## src/rtl/psa_accum_if.sv

```systemverilog
// psa_accum_if: bundles the batch-control, operand-stream and result-stream
// signals of the PSA sequencing accumulator.
//   start/len          : begin a batch of len operands (sampled in IDLE)
//   in_valid/in_ready  : operand stream, in_data = four signed 4-bit lanes
//   out_valid/out_ready: result stream, out_sum packed sum, out_sat flags
//   busy               : accumulator is not idle
// Modports: master drives the requests/operands/out_ready, slave is the
// accumulator itself.
interface psa_accum_if #(
  parameter int CNT_W = 4
);
  logic             start;
  logic [CNT_W-1:0] len;
  logic             in_valid;
  logic [15:0]      in_data;
  logic             in_ready;
  logic             out_valid;
  logic             out_ready;
  logic [15:0]      out_sum;
  logic [3:0]       out_sat;
  logic             busy;

  modport master (
    output start, len, in_valid, in_data, out_ready,
    input  in_ready, out_valid, out_sum, out_sat, busy
  );

  modport slave (
    input  start, len, in_valid, in_data, out_ready,
    output in_ready, out_valid, out_sum, out_sat, busy
  );
endinterface

```

## src/rtl/psa_accum.sv

```systemverilog
// psa_accum: multi-operand accumulator around the 16-bit parallel sub-word
// adder. A batch of len operands is added lane-by-lane (four independent
// signed 4-bit lanes, saturating) into a running sum; the packed result and
// sticky per-lane saturation flags are offered on a valid/ready port.
// Ports:
//   clk   : rising-edge clock
//   rst_n : asynchronous active-low reset
//   bus   : psa_accum_if.slave (start/len, in_* stream, out_* stream, busy)
// All outputs decode from registers only; no input-to-output comb path.
module psa_accum #(
  parameter int CNT_W = 4
) (
  input  logic         clk,
  input  logic         rst_n,
  psa_accum_if.slave   bus
);

  typedef enum logic [1:0] {
    IDLE  = 2'd0,
    ACCUM = 2'd1,
    DONE  = 2'd2
  } state_t;

  state_t           state_q, state_d;
  logic [CNT_W-1:0] cnt_q;
  logic [15:0]      acc_q;
  logic [3:0]       sat_q;

  logic [15:0]      sum_nxt;
  logic [3:0]       ovf_nxt;
  logic             accept;
  logic             launch;

  // Saturating 4-bit lane add. Overflow is detected from sign bits alone:
  // operands agree in sign but the wrapped sum does not. Returns {ovf, sum}.
  function automatic logic [4:0] sat_add4(input logic signed [3:0] a,
                                          input logic signed [3:0] b);
    logic signed [3:0] s;
    logic              ovf;
    s   = a + b;
    ovf = (a[3] == b[3]) && (s[3] != a[3]);
    if (ovf) return {1'b1, (a[3] ? 4'h8 : 4'h7)};
    return {1'b0, s};
  endfunction

  // Lane-wise add of the operand into the accumulator; no inter-lane carry.
  always_comb begin
    logic [4:0] r;
    sum_nxt = '0;
    ovf_nxt = '0;
    r       = '0;
    for (int i = 0; i < 4; i++) begin
      r                = sat_add4(acc_q[4*i +: 4], bus.in_data[4*i +: 4]);
      sum_nxt[4*i +: 4] = r[3:0];
      ovf_nxt[i]        = r[4];
    end
  end

  assign launch = (state_q == IDLE)  && bus.start;
  assign accept = (state_q == ACCUM) && bus.in_valid;

  always_comb begin
    state_d = state_q;
    case (state_q)
      IDLE:    if (bus.start) state_d = (bus.len != '0) ? ACCUM : DONE;
      ACCUM:   if (bus.in_valid && (cnt_q == CNT_W'(1))) state_d = DONE;
      DONE:    if (bus.out_ready) state_d = IDLE;
      default: state_d = IDLE;
    endcase
  end

  always_ff @(posedge clk or negedge rst_n) begin
    if (!rst_n) state_q <= IDLE;
    else        state_q <= state_d;
  end

  // Accumulator, sticky flags and remaining count. A saturated lane keeps
  // accumulating from its clamped value; its flag clears only on start.
  always_ff @(posedge clk or negedge rst_n) begin
    if (!rst_n) begin
      cnt_q <= '0;
      acc_q <= '0;
      sat_q <= '0;
    end else if (launch) begin
      cnt_q <= bus.len;
      acc_q <= '0;
      sat_q <= '0;
    end else if (accept) begin
      cnt_q <= cnt_q - CNT_W'(1);
      acc_q <= sum_nxt;
      sat_q <= sat_q | ovf_nxt;
    end
  end

  assign bus.in_ready  = (state_q == ACCUM);
  assign bus.out_valid = (state_q == DONE);
  assign bus.busy      = (state_q != IDLE);
  assign bus.out_sum   = acc_q;
  assign bus.out_sat   = sat_q;

endmodule

```

## src/flat_wrapper.sv

```systemverilog
// flat-port wrapper written by rule: the top's interface ports become plain ports
module psa_accum_flat 
#(
  parameter int CNT_W = 4
)
  (clk, rst_n, bus_start, bus_len, bus_in_valid, bus_in_data, bus_out_ready, bus_in_ready, bus_out_valid, bus_out_sum, bus_out_sat, bus_busy);
  psa_accum_if #(.CNT_W(CNT_W)) bus_i ();
  input  logic clk;
  input  logic rst_n;
  input wire logic [$bits(bus_i.start)-1:0] bus_start;
  input wire logic [$bits(bus_i.len)-1:0] bus_len;
  input wire logic [$bits(bus_i.in_valid)-1:0] bus_in_valid;
  input wire logic [$bits(bus_i.in_data)-1:0] bus_in_data;
  input wire logic [$bits(bus_i.out_ready)-1:0] bus_out_ready;
  output wire logic [$bits(bus_i.in_ready)-1:0] bus_in_ready;
  output wire logic [$bits(bus_i.out_valid)-1:0] bus_out_valid;
  output wire logic [$bits(bus_i.out_sum)-1:0] bus_out_sum;
  output wire logic [$bits(bus_i.out_sat)-1:0] bus_out_sat;
  output wire logic [$bits(bus_i.busy)-1:0] bus_busy;
  assign bus_i.start = bus_start;
  assign bus_i.len = bus_len;
  assign bus_i.in_valid = bus_in_valid;
  assign bus_i.in_data = bus_in_data;
  assign bus_i.out_ready = bus_out_ready;
  assign bus_in_ready = bus_i.in_ready;
  assign bus_out_valid = bus_i.out_valid;
  assign bus_out_sum = bus_i.out_sum;
  assign bus_out_sat = bus_i.out_sat;
  assign bus_busy = bus_i.busy;
  psa_accum #(.CNT_W(CNT_W)) u_core (.clk(clk), .rst_n(rst_n), .bus(bus_i));
endmodule
```

## config.mk

```make
export PLATFORM = sky130hd
export DESIGN_NAME = psa_accum_flat
export DESIGN_NICKNAME = d
export VERILOG_FILES = /design/src/rtl/psa_accum_if.sv /design/src/rtl/psa_accum.sv /design/src/flat_wrapper.sv
export SDC_FILE = /design/constraint.sdc
export NUM_CORES = 1
export LEC_CHECK = 0
export ABC_CLOCK_PERIOD_IN_PS = 1500
export CAP_MARGIN = 15
export CORE_ASPECT_RATIO = 2
export CORE_MARGIN = 10
export CORE_UTILIZATION = 38
export DETAILED_ROUTE_END_ITERATION = 8
export GPL_TIMING_DRIVEN = 0
export MAX_ROUTING_LAYER = met4
export PLACE_DENSITY_LB_ADDON = 0.3
export SLEW_MARGIN = 30
export SYNTH_ARGS = -nofsm -noshare
export SYNTH_HDL_FRONTEND = slang
export SYNTH_SLANG_ARGS = --single-unit
```

## constraint.sdc

```tcl
create_clock -name clk -period 1.5 [get_ports clk]
set_input_delay 0.45 -clock clk [delete_from_list [all_inputs] [get_ports clk]]
set_output_delay 0.45 -clock clk [all_outputs]
set_load 0.03 [all_outputs]
```

==> summary.txt, run 1 <==
Run status
  – Status: finished with violations
  – Failing checks: setup timing

Setup path
  – Reg2reg start: u_core.bus.out_sum[0]$_DFFE_PN0P_
  – Reg2reg setup slack: -140 ps
  – Crit path launch type: flip-flop
  – Crit. End Element: flip-flop
  – Critical Path Source: u_core.bus.out_sum[0]$_DFFE_PN0P_
  – Arrival @ worst endpoint: 1800 ps
  – WS Path Type: flip-flop to flip-flop
  – Critical Path RT: 1660 ps
  – Reg2Reg Depth: 5
  – Worst r2r dst: u_core.bus.out_sum[1]$_DFFE_PN0P_
  – Setup crit end: u_core.bus.out_sum[1]$_DFFE_PN0P_
  – Worst Path Max Fanout: 3

GRT
  – First-pass GRT wire length: 9860 um
  – Grt ovf: 0
  – Vias in the first global route: 2089
  – Initial antenna violation count: 0
  – GRT Overall Usage: 14.17%
  – Largest net degree at the start of global routing: 27

STA
  – Unrepaired setup endpoints after global routing: yes
  – Final hold vios: 0
  – Max Fclk: 611.0 MHz
  – Period utilization: 109.1%
  – Worst hold slack: 182.1 ps
  – Worst rel slew slack: 58.25%
  – Final min period: 1637 ps
  – Setup violators final: 22
  – Worst-Margin Slew: 626.3 ps
  – Final Skew: 3.541 ps
  – Slew Limit Fails: 0
  – Setup WS post-layout: -136.7 ps

Clock network
  – Num CTS Buffers: 3
  – CTS tree: yes
  – CTS Root Cell: clkbuf_8
  – Post-CTS Hold Fix Bufs: 0
  – Clock Pin Slew Worst Setup and Hold Paths: 100 ps
  – Later-pin clock latency in the skew report: 270 ps
  – CTS Sinks: 26
  – Clk buf depth: 2
  – CTS H-tree depth: 1

Layout
  – Finished Core Util: 67.25%
  – Register area: 671.9 sq um
  – N_diodes: 0
  – Share of cells above drive strength 1: 50.18%
  – Non-Filler Instances: 328
  – Area of the multi-input gates: 0.001526 sq mm
  – Fill count: 388
  – Synth-to-Final Area Change: 68.81%
  – # nets final: 317

Floorplan
  – Starting density of the core: 39.84%
  – DIE WIDTH: 69.33 um
  – Core Footprint: 0.004642 sq mm
  – Rows: 35
  – IO Pins: 48
  – Die Area: 0.008226 sq mm
  – Die Y: 118.7 um

Logic synthesis
  – Seq/Total Area, Yosys: 35.18%
  – Synth warn: 0
  – Post-synth ARST share: 100.0%
  – Syn Std Cell Area: 0.001849 sq mm
  – Average cell area after synthesis: 9.200 sq um
  – #FFs+latches synth: 26
  – Predominant post-synthesis flop cell: dfrtp_1
  – Number of distinct library cells after synthesis: 41
  – Mapped Nets: 244
  – Mapped Cells: 201
  – EDFF count, synth: 0

Route
  – Initial DRT Pass Iterations: 5
  – Drt drc: 0
  – Post-route ant nets: 0
  – Wirelength per Cell: 18.94 um
  – Via count: 1931
  – Iteration-0 DRC Markers: 97
  – WL final: 6213 um
  – Vias/cell: 5.887

Pwr
  – P_leak: 1.285 nW
  – IR drop worst, VDD: 0.001419 V
  – Cell Pwr Density: 2041 mW/mm^2

Min path
  – Min-delay worst type: primary input to async pin

Run
  – Maxcap violations: 0

Placed design
  – GP Congestion: 0.9031
  – Placed Cells: 303
  – Port Buf Inserts: 47
  – DP HPWL: 4094 um
==> Yosys cell counts (2+ instances only) <==
library cell | count | area [sq um]
dfrtp_1 | 26 | 650.6
o21ai_0 | 20 | 100.1
inv_1 | 19 | 71.32
a21oi_1 | 18 | 90.09
ha_1 | 14 | 175.2
nor2_1 | 13 | 48.80
nand2_1 | 7 | 26.28
nand3_1 | 7 | 35.03
a221o_1 | 5 | 50.05
nor3b_1 | 5 | 37.54
a211o_1 | 4 | 35.03
a21o_1 | 4 | 30.03
fa_1 | 4 | 80.08
o22ai_1 | 4 | 25.02
a211oi_1 | 3 | 22.52
a32o_1 | 3 | 30.03
a32oi_1 | 3 | 26.28
a41oi_1 | 3 | 26.28
buf_2 | 3 | 15.01
nand2b_1 | 3 | 18.77
nor3_1 | 3 | 15.01
o21bai_1 | 3 | 22.52
o41ai_1 | 3 | 26.28
xor2_1 | 3 | 26.28
buf_6 | 2 | 22.52
clkbuf_1 | 2 | 7.510
nor2b_1 | 2 | 12.51
nor4_1 | 2 | 12.51
==> routing by layer <==
layer	part of all wire, %	GRT usage [%]	up-vias	wire length [um]
met4	1.7	4.810	0	106
met2	58	27.75	49	3608
met5	0	-	-	0
met1	37	13.20	979	2316
li1	-	-	895	-
met3	2.9	2.178	8	182
==> metrics by stage <==
step | TNS [ps] | cell area (sq um) | power [mW] | setup slack [ps]
floorplan | -746.0 | 2008 | 3.628 | -115.3
global placement | -26550 | 2547 | 4.672 | -663.7
detailed placement | -14920 | 2542 | 4.746 | -714.0
CTS | -2078 | 2979 | 5.967 | -146.6
global route | -2941 | 3122 | 6.768 | -193.8
finish | -1569 | 3122 | 6.370 | -136.7
==> cells in the final DEF (no fill, tap or decap), types with 4 or more instances in the layout <==
cell             instances
a21oi_2                  7
a21oi_1                  8
clkdlybuf4s15_1          8
buf_6                   13
buf_2                    5
inv_1                   16
clkbuf_8                 4
dfrtp_1                  9
nand2_1                  5
ha_4                    12
clkdlybuf4s50_1          9
buf_8                    5
a21o_1                   4
nor3b_1                  4
nand3_1                  4
o21ai_2                  5
dfrtp_2                 17
clkdlybuf4s15_2         12
buf_4                   11
a221o_1                  5
o21ai_1                 11
nor2_1                  13
dlygate4sd2_1            7
==> power by group <==
part	switching [mW]	internal (mW)	total, mW
Combinational	2.33	2.13	4.46
Sequential	0.381	1.05	1.43
Clock	0.242	0.235	0.477
==> cell type report <==
class                           instances  area share, %
Multi-Input combinational cell        149          48.90
Sequential cell                        26          21.52
Timing Repair Buffer                   69          20.92
Buffer                                  6          2.405
Inverter                               19          2.285
Tap cell                               55          2.204
Clock buffer                            4          1.764
==> state kept, by name, indices dropped and copies added (netlist names) <==
signal,flops
u_core.cnt_q,4
u_core.bus.out_sat,4
u_core.bus.out_sum,16
u_core.state_q,2
==> cell families (layout without fill, tap and decap cells) <==
family	count (synthesis)	after routing	share of synthesized area (%)
compound gates	79	79	28.82
simple gates	48	48	14.01
flops	26	26	35.18
buf+inv	26	98	6.292
fa+ha+maj	18	18	13.80
xor+xnor	4	4	1.895
==> how the worst min path moves through the flow <==
stage	endpoint	slack, ps	depth (start not counted)
after detailed placement	u_core.bus.out_sum[14]$_DFFE_PN0P_	500	1
after floorplan	u_core.bus.out_sat[0]$_DFFE_PN0P_	150	0
after CTS	u_core.bus.out_sum[14]$_DFFE_PN0P_	200	1
after global routing	u_core.bus.out_sum[12]$_DFFE_PN0P_	230	1
final	u_core.bus.out_sum[14]$_DFFE_PN0P_	180	1
after global placement	u_core.cnt_q[3]$_DFFE_PN0P_	500	1
==> worst max-delay path: stages (launching register included) <==
cell,delay [ps]
dfrtp_2,400
ha_4,170
inv_2,40
fa_2,540
a21oi_2,60
a221o_1,310
==> what timing repair did <==
item / 4_1_cts / 5_1_grt
gates resized for setup: 160 / 47
cloned: 2 / 0
setup endpoints to repair: 47 / 36
setup buffers: 17 / 5
pin swaps: 34 / 23
hold endpoints to repair: 0 / 0
Note: power is estimated with default switching activity, not from simulation.
==> run 2: changes to the inputs <==
- CAP_MARGIN: 15 -> default
- PLACE_DENSITY_LB_ADDON: 0.3 -> 0.15
==> run 2 against run 1 <==
  * Critical path type unchanged
  * Power down 1.3%
  * Die area unchanged
  * Via count down 1.4%
  * Worst hold slack worse by 15 ps
  * Register-to-register slack about the same
  * Maximum frequency about the same
  * The run still ends with setup timing left
  * Critical path depth unchanged
  * Worst setup slack better by 1.1 ps
==> summary.txt, run 2 (synthesis gave the netlist of run 1 again) <==
Placed design
  – Pre-CTS setup slack: -706.3 ps (+7.662 ps)
  – DP HPWL: 4202 um (+2.6%)
  – Post-DP Area: 0.002542 sq mm (unchanged)
  – Port Buf Inserts: 47 (unchanged)
  – GP Congestion: 0.7951 (-12%)

Clock network
  – CTS Sinks: 26 (unchanged)
  – Later-pin clock latency in the skew report: 280 ps (about the same)
  – CTS H-tree depth: 1 (unchanged)
  – CTS Root Cell: clkbuf_8
  – Clk buf depth: 2 (unchanged)
  – Num CTS Buffers: 3 (unchanged)
  – CTS tree: yes
  – Clock Pin Slew Worst Setup and Hold Paths: 100 ps (about the same)
  – Post-CTS Hold Fix Bufs: 0 (unchanged)

Setup path
  – Levels on crit path: 5 (unchanged)
  – WP buf/inv: 2 (+1)
  – Reg2reg start: u_core.state_q[0]$_DFFE_PN0P_
  – Cell class contributing the biggest share of worst-path delay: simple AND/OR/NAND/NOR gates
  – WS Path Type: flip-flop to flip-flop
  – Reg2reg setup slack: -140 ps (about the same)
  – Arrival @ worst endpoint: 1800 ps (about the same)
  – Critical-path cell list: buf_6 > buf_4 > nor3b_4 > nor2_2 > a221o_1
  – Critical Path RT: 1670 ps (about the same)
  – Critical Path Source: u_core.state_q[0]$_DFFE_PN0P_
  – Setup crit end: u_core.bus.out_sum[9]$_DFFE_PN0P_
  – Worst r2r dst: u_core.bus.out_sum[9]$_DFFE_PN0P_
  – Worst path slowest cell: dfrtp_1
  – Worst Path Max Fanout: 6 (+3)
  – Reg2Reg Depth: 5 (unchanged)
  – Crit. End Element: flip-flop
  – Max incr delay on CP: 380 ps (-160 ps)
  – Crit path launch type: flip-flop

GRT
  – Largest net degree at the start of global routing: 27 (unchanged)
  – GRT met3 Usage: 2.094% (-0.084 points)
  – GRT Overall Usage: 14.07% (-0.10 points)
  – Initial antenna violation count: 0 (unchanged)
  – First-pass GRT wire length: 9722 um (-1.4%)
  – Vias in the first global route: 2039 (-2.4%)
  – GR Util met1: 13.79% (+0.58 points)
  – Global routing's busiest layer: met2
  – Grt ovf: 0 (unchanged)
  – Met2 GRT Util: 26.43% (-1.3 points)

Layout
  – Share of cells above drive strength 1: 48.91% (-1.3 points)
  – Finished Core Util: 65.98% (-1.3 points)
  – Most common cell after layout, fill and taps aside: buf_4
  – Fill count: 380 (-2.1%)
  – Synth-to-Final Area Change: 65.63%
  – Post-route cell area: 0.003063 sq mm (-1.9%)
  – # nets final: 320 (+0.95%)
  – N_diodes: 0 (unchanged)
  – Most frequent cells in the layout: buf_4 (20), dfrtp_2 (17), inv_1 (16)
  – Max reg flops: 16 (unchanged)

Run status
  – Status: finished with violations
  – Failing checks: setup timing

Route
  – Drt drc: 0 (unchanged)
  – WL final: 6001 um (-3.4%)
  – Post-route ant nets: 0 (unchanged)
  – Via count: 1904 (-1.4%)
  – Vias/cell: 5.752 (-2.3%)
  – Wirelength per Cell: 18.13 um (-4.3%)
  – Initial DRT Pass Iterations: 4 (-1)
  – Iteration-0 DRC Markers: 94 (-3.1%)

STA
  – Setup violators final: 16 (-27%)
  – Unrepaired setup endpoints after global routing: yes
  – Worst rel slew slack: 59.38% (+1.1 points)
  – Period utilization: 109.0% (about the same)
  – Worst-Margin Slew: 609.3 ps (-17.06 ps)
  – Final hold vios: 0 (unchanged)
  – Final min period: 1636 ps (-1.125 ps)
  – Slew Limit Fails: 0 (unchanged)
  – Final Skew: 2.064 ps (-1.477 ps)
  – Max Fclk: 611.4 MHz (about the same)
  – Setup WS post-layout: -135.6 ps (+1.125 ps)
  – Worst hold slack: 167.4 ps (-14.74 ps)

Pwr
  – Clock share of power: 9.5% (+2.0 points)
  – Cell Pwr Density: 2052 mW/mm^2 (+0.56%)
  – Switch share: 45.16% (-1.2 points)
  – Seq pwr share: 22.9% (+0.5 points)
  – Psw: 2.839 mW (-3.9%)
  – P_leak: 1.283 nW (-0.14%)
  – Int Power: 3.447 mW (+0.91%)
  – Comb pwr share: 67.6% (-2.5 points)
  – IR drop worst, VDD: 0.001476 V (+4.1%)

Floorplan
  – DIE WIDTH: 69.33 um (unchanged)
  – Starting density of the core: 39.84% (unchanged)
  – IO Pins: 48 (unchanged)
  – Die Area: 0.008226 sq mm (unchanged)
  – Die Y: 118.7 um (unchanged)
  – Rows: 35 (unchanged)
  – Core Footprint: 0.004642 sq mm (unchanged)

Min path
  – Min-delay worst type: primary input to async pin

Run
  – Maxcap violations: 0 (unchanged)
run 2: cell types whose count changed in the layout (fill, tap and decap cells not counted), sizes merged:
cell           delta
buf               +6
bufinv            +1
clkdlybuf4s18     -1
clkdlybuf4s15     -6
dlygate4sd2       +1
clkbuf            +1
nor2              +1
run 2: what timing repair did:
| item | CTS | global route |
|---|---|---|
| gates cloned | 0 | 1 |
| buffers inserted | 17 | 7 |
| resized for setup | 145 | 59 |
| setup endpoints to repair | 47 | 38 |
| pin swaps | 16 | 17 |
run 2: worst min path at each step:
stage	start	to	slack [ps]	depth (start not counted)
3_3_place_gp	u_core.cnt_q[3]$_DFFE_PN0P_	u_core.cnt_q[3]$_DFFE_PN0P_	490	1
6_report	rst_n	u_core.bus.out_sum[1]$_DFFE_PN0P_	170	1
2_1_floorplan	rst_n	u_core.bus.out_sat[0]$_DFFE_PN0P_	150	0
3_5_place_dp	rst_n	u_core.bus.out_sum[1]$_DFFE_PN0P_	500	1
5_1_grt	rst_n	u_core.bus.out_sum[1]$_DFFE_PN0P_	210	1
4_1_cts	rst_n	u_core.bus.out_sum[1]$_DFFE_PN0P_	190	1
run 2: worst reg2reg max path: cells and delay by family (launching register included):
kind | cells | cell delay [ps]
flip-flops | 1 | 380
AND/OR/NAND/NOR | 2 | 510
AO/OA/AOI/OAI | 1 | 370
buffers and inverters | 2 | 270
run 2: area by class of cell:
type,count,area [sq um],area share (%)
repair buffers,71,614.3,20.06
multi-input cells,150,1496,48.86
flip-flops and latches,26,671.9,21.94
well taps,55,68.82,2.247
inverters,19,71.32,2.328
plain buffers,6,68.82,2.247
clock buffers,3,41.29,1.348
clock inverters,1,30.03,0.9804
run 2: power by group through the flow:
stage	registers (mW)	clock network, mW	logic [mW]
final	1.44	0.598	4.25
after global routing	1.49	0.636	4.61
after CTS	1.43	0.604	3.85
after detailed placement	1.40	0	3.36
after global placement	1.39	0	3.31
after floorplan	1.78	0	1.84
run 2: layer usage:
layer	vias up	wire [um]	share of wire (%)
li1	902	-	-
met1	939	2290	38
met2	50	3423	57
met3	13	149	2.5
met4	0	138	2.3
met5	-	0	0
run 2: through the flow:
step	std cells	setup TNS (ps)	power, mW
finish	331	-1203	6.285
global route	331	-2418	6.731
CTS	324	-1225	5.878
detailed placement	303	-15000	4.759
global placement	303	-27380	4.706
floorplan	201	-746.0	3.628
==> run 3: changes to the inputs <==
- CELL_PAD_IN_SITES_DETAIL_PLACEMENT: default -> 0
- CELL_PAD_IN_SITES_GLOBAL_PLACEMENT: default -> 1
- CORE_UTILIZATION: 38 -> 33
==> run 3 against run 2 <==
  * The flow still finishes with violations (setup timing)
  * Flip-flop and latch count unchanged
  * Cell count increased by 1.8%
  * Power decreased by 0.32%
  * Die area increased by 12%
  * Worst setup slack improved by 4.5 ps
  * Sequential share of layout area decreased by 0.17 points
  * Register-to-register slack about the same
  * First-iteration DRC count decreased by 12%
  * Combinational power decreased by 0.9%
  * Clock-buffer cell count unchanged
  * Worst hold slack improved by 4.4 ps
  * Critical endpoint is now u_core.bus.out_sum[1]$_DFFE_PN0P_
==> summary.txt, run 3 (synthesis gave the netlist of run 1 again) <==
STA
  – Setup TNS: -947.4 ps (+255.8 ps)
  – Final min period: 1631 ps (-4.546 ps)
  – Worst rel slew slack: 58.67% (-0.72 points)
  – Slew Limit Fails: 0 (unchanged)
  – Final hold vios: 0 (unchanged)
  – Setup WS post-layout: -131.1 ps (+4.546 ps)
  – Worst-Margin Slew: 620.0 ps (+10.74 ps)
  – Period utilization: 108.7% (-0.30 points)
  – Final Skew: 4.121 ps (+2.057 ps)
  – Unrepaired setup endpoints after global routing: yes
  – Setup violators final: 20 (+4)
  – Max Fclk: 613.1 MHz (+0.28%)

Floorplan
  – Starting density of the core: 34.12% (-5.7 points)
  – Rows: 38 (+8.6%)
  – DIE WIDTH: 72.94 um (+5.2%)
  – IO Pins: 48 (unchanged)
  – Core Footprint: 0.005420 sq mm (+17%)
  – Die Y: 125.9 um (+6.1%)
  – Die Area: 0.009180 sq mm (+12%)

Route
  – Via count: 1890 (-0.74%)
  – Wirelength per Cell: 17.57 um (-3.1%)
  – Iteration-0 DRC Markers: 83 (-12%)
  – WL final: 5920 um (-1.3%)
  – Drt drc: 0 (unchanged)
  – Post-route ant nets: 0 (unchanged)
  – Initial DRT Pass Iterations: 4 (unchanged)
  – Vias/cell: 5.608 (-2.5%)

GRT
  – Largest net degree at the start of global routing: 27 (unchanged)
  – Met2 GRT Util: 24.56% (-1.9 points)
  – Initial antenna violation count: 0 (unchanged)
  – GR Util met1: 13.88% (+0.097 points)
  – First-pass GRT wire length: 9908 um (+1.9%)
  – Global routing's busiest layer: met2
  – Grt ovf: 0 (unchanged)
  – GRT met3 Usage: 2.280% (+0.19 points)
  – GRT Overall Usage: 13.39% (-0.68 points)
  – Vias in the first global route: 2033 (-0.29%)

Placed design
  – Port Buf Inserts: 47 (unchanged)
  – Post-DP Area: 0.002549 sq mm (+0.25%)
  – GP Congestion: 0.7903 (-0.60%)
  – DP HPWL: 4232 um (+0.72%)

Setup path
  – Arrival @ worst endpoint: 1800 ps (about the same)
  – Reg2reg start: u_core.bus.out_sum[0]$_DFFE_PN0P_
  – Crit path launch type: flip-flop
  – Critical Path RT: 1670 ps (about the same)
  – Crit. End Element: flip-flop
  – WS Path Type: flip-flop to flip-flop
  – Reg2reg setup slack: -130 ps (about the same)
  – Worst r2r dst: u_core.bus.out_sum[1]$_DFFE_PN0P_
  – Reg2Reg Depth: 6 (+1)
  – Worst Path Max Fanout: 3 (-3)

Layout
  – # nets final: 321 (+0.31%)
  – Register area: 670.6 sq um (-0.19%)
  – Fill count: 502 (+32%)
  – Most frequent cells in the layout: buf_4 (20), inv_1 (16), dfrtp_2 (16)
  – Synth-to-Final Area Change: 66.64%
  – N_diodes: 0 (unchanged)
  – Share of cells above drive strength 1: 48.01% (-0.90 points)
  – Max reg flops: 16 (unchanged)
  – Area of the multi-input gates: 0.001474 sq mm (-1.5%)
  – Post-route cell area: 0.003082 sq mm (+0.61%)
  – Most common cell after layout, fill and taps aside: buf_4

Clock network
  – Post-CTS Hold Fix Bufs: 0 (unchanged)
  – CTS tree: yes
  – Later-pin clock latency in the skew report: 280 ps (about the same)
  – CTS H-tree depth: 1 (unchanged)
  – CTS Sinks: 26 (unchanged)
  – Clk buf depth: 2 (unchanged)
  – CTS Root Cell: clkbuf_8
  – Num CTS Buffers: 3 (unchanged)
  – Clock Pin Slew Worst Setup and Hold Paths: 100 ps (about the same)

Pwr
  – Cell Pwr Density: 2033 mW/mm^2 (-0.93%)
  – P_leak: 1.315 nW (+2.5%)
  – IR drop worst, VDD: 0.001141 V (-23%)

Run
  – Maxcap violations: 0 (unchanged)

Run status
  – Status: finished with violations
  – Failing checks: setup timing

Min path
  – Min-delay worst type: primary input to async pin
==> run 3: cell types whose count changed in the layout (fill, tap and decap cells not counted), moves of 3 or more <==
cell,previous run,this run
o21ai_4,3,0
a211o_4,3,0
a211o_1,1,4
o21ai_2,4,10
==> run 3: per-stage QoR <==
stage	hold slack, ps	power (mW)	utilization, %	instances	setup slack (ps)
after CTS	201.6	6.016	54.92	334	-138.9
after global placement	500.0	4.745	47.11	308	-708.6
after detailed placement	499.5	4.774	47.02	308	-700.9
after global routing	225.1	6.723	56.86	337	-164.8
after floorplan	154.4	3.628	-	201	-115.3
final	171.8	6.265	56.86	337	-131.1
==> run 3: routing by layer <==
metal / up-vias / part of all wire, %
met4: 0 / 1.5
met5: - / 0
met1: 923 / 39
met3: 9 / 4.4
li1: 906 / -
met2: 52 / 55
==> run 3: worst max-delay path, stage by stage, from the launching register on <==
cell and delay (ps):
dfrtp_2 440, ha_4 180, buf_6 110, a211oi_4 280
o21ai_2 100, nor3b_1 150, a221o_1 260
==> run 3: power breakdown <==
part / internal, mW / switching, mW / leakage, nW
sequential: 1.04 / 0.408 / 0.311
combinational: 2.03 / 2.18 / 0.969
clock: 0.358 / 0.245 / 0.0357
==> run 3: cell type report <==
cell class	instances	area share, %
clock inverters	1	0.9744
inverters	19	2.314
well taps	60	2.436
repair buffers	71	20.71
plain buffers	7	2.639
multi-input cells	150	47.83
clock buffers	3	1.340
flip-flops and latches	26	21.76
==> run 3: worst max path at each step <==
| stage | slack [ps] | start | endpoint |
|---|---|---|---|
| 2_1_floorplan | -120 | u_core.bus.out_sum[4]$_DFFE_PN0P_ | u_core.bus.out_sum[5]$_DFFE_PN0P_ |
| 3_3_place_gp | -710 | bus_in_data[9] | u_core.bus.out_sum[9]$_DFFE_PN0P_ |
| 3_5_place_dp | -700 | bus_in_data[1] | u_core.bus.out_sum[1]$_DFFE_PN0P_ |
| 4_1_cts | -140 | u_core.bus.out_sum[12]$_DFFE_PN0P_ | u_core.bus.out_sum[14]$_DFFE_PN0P_ |
| 5_1_grt | -160 | u_core.bus.out_sum[0]$_DFFE_PN0P_ | u_core.bus.out_sum[1]$_DFFE_PN0P_ |
| 6_report | -130 | u_core.bus.out_sum[0]$_DFFE_PN0P_ | u_core.bus.out_sum[1]$_DFFE_PN0P_ |
==> run 3: timing repair <==
item	4_1_cts	5_1_grt
setup endpoints to repair	47	34
gates resized for setup	151	43
setup buffers	21	2
gates cloned	1	1
pin swaps	31	19
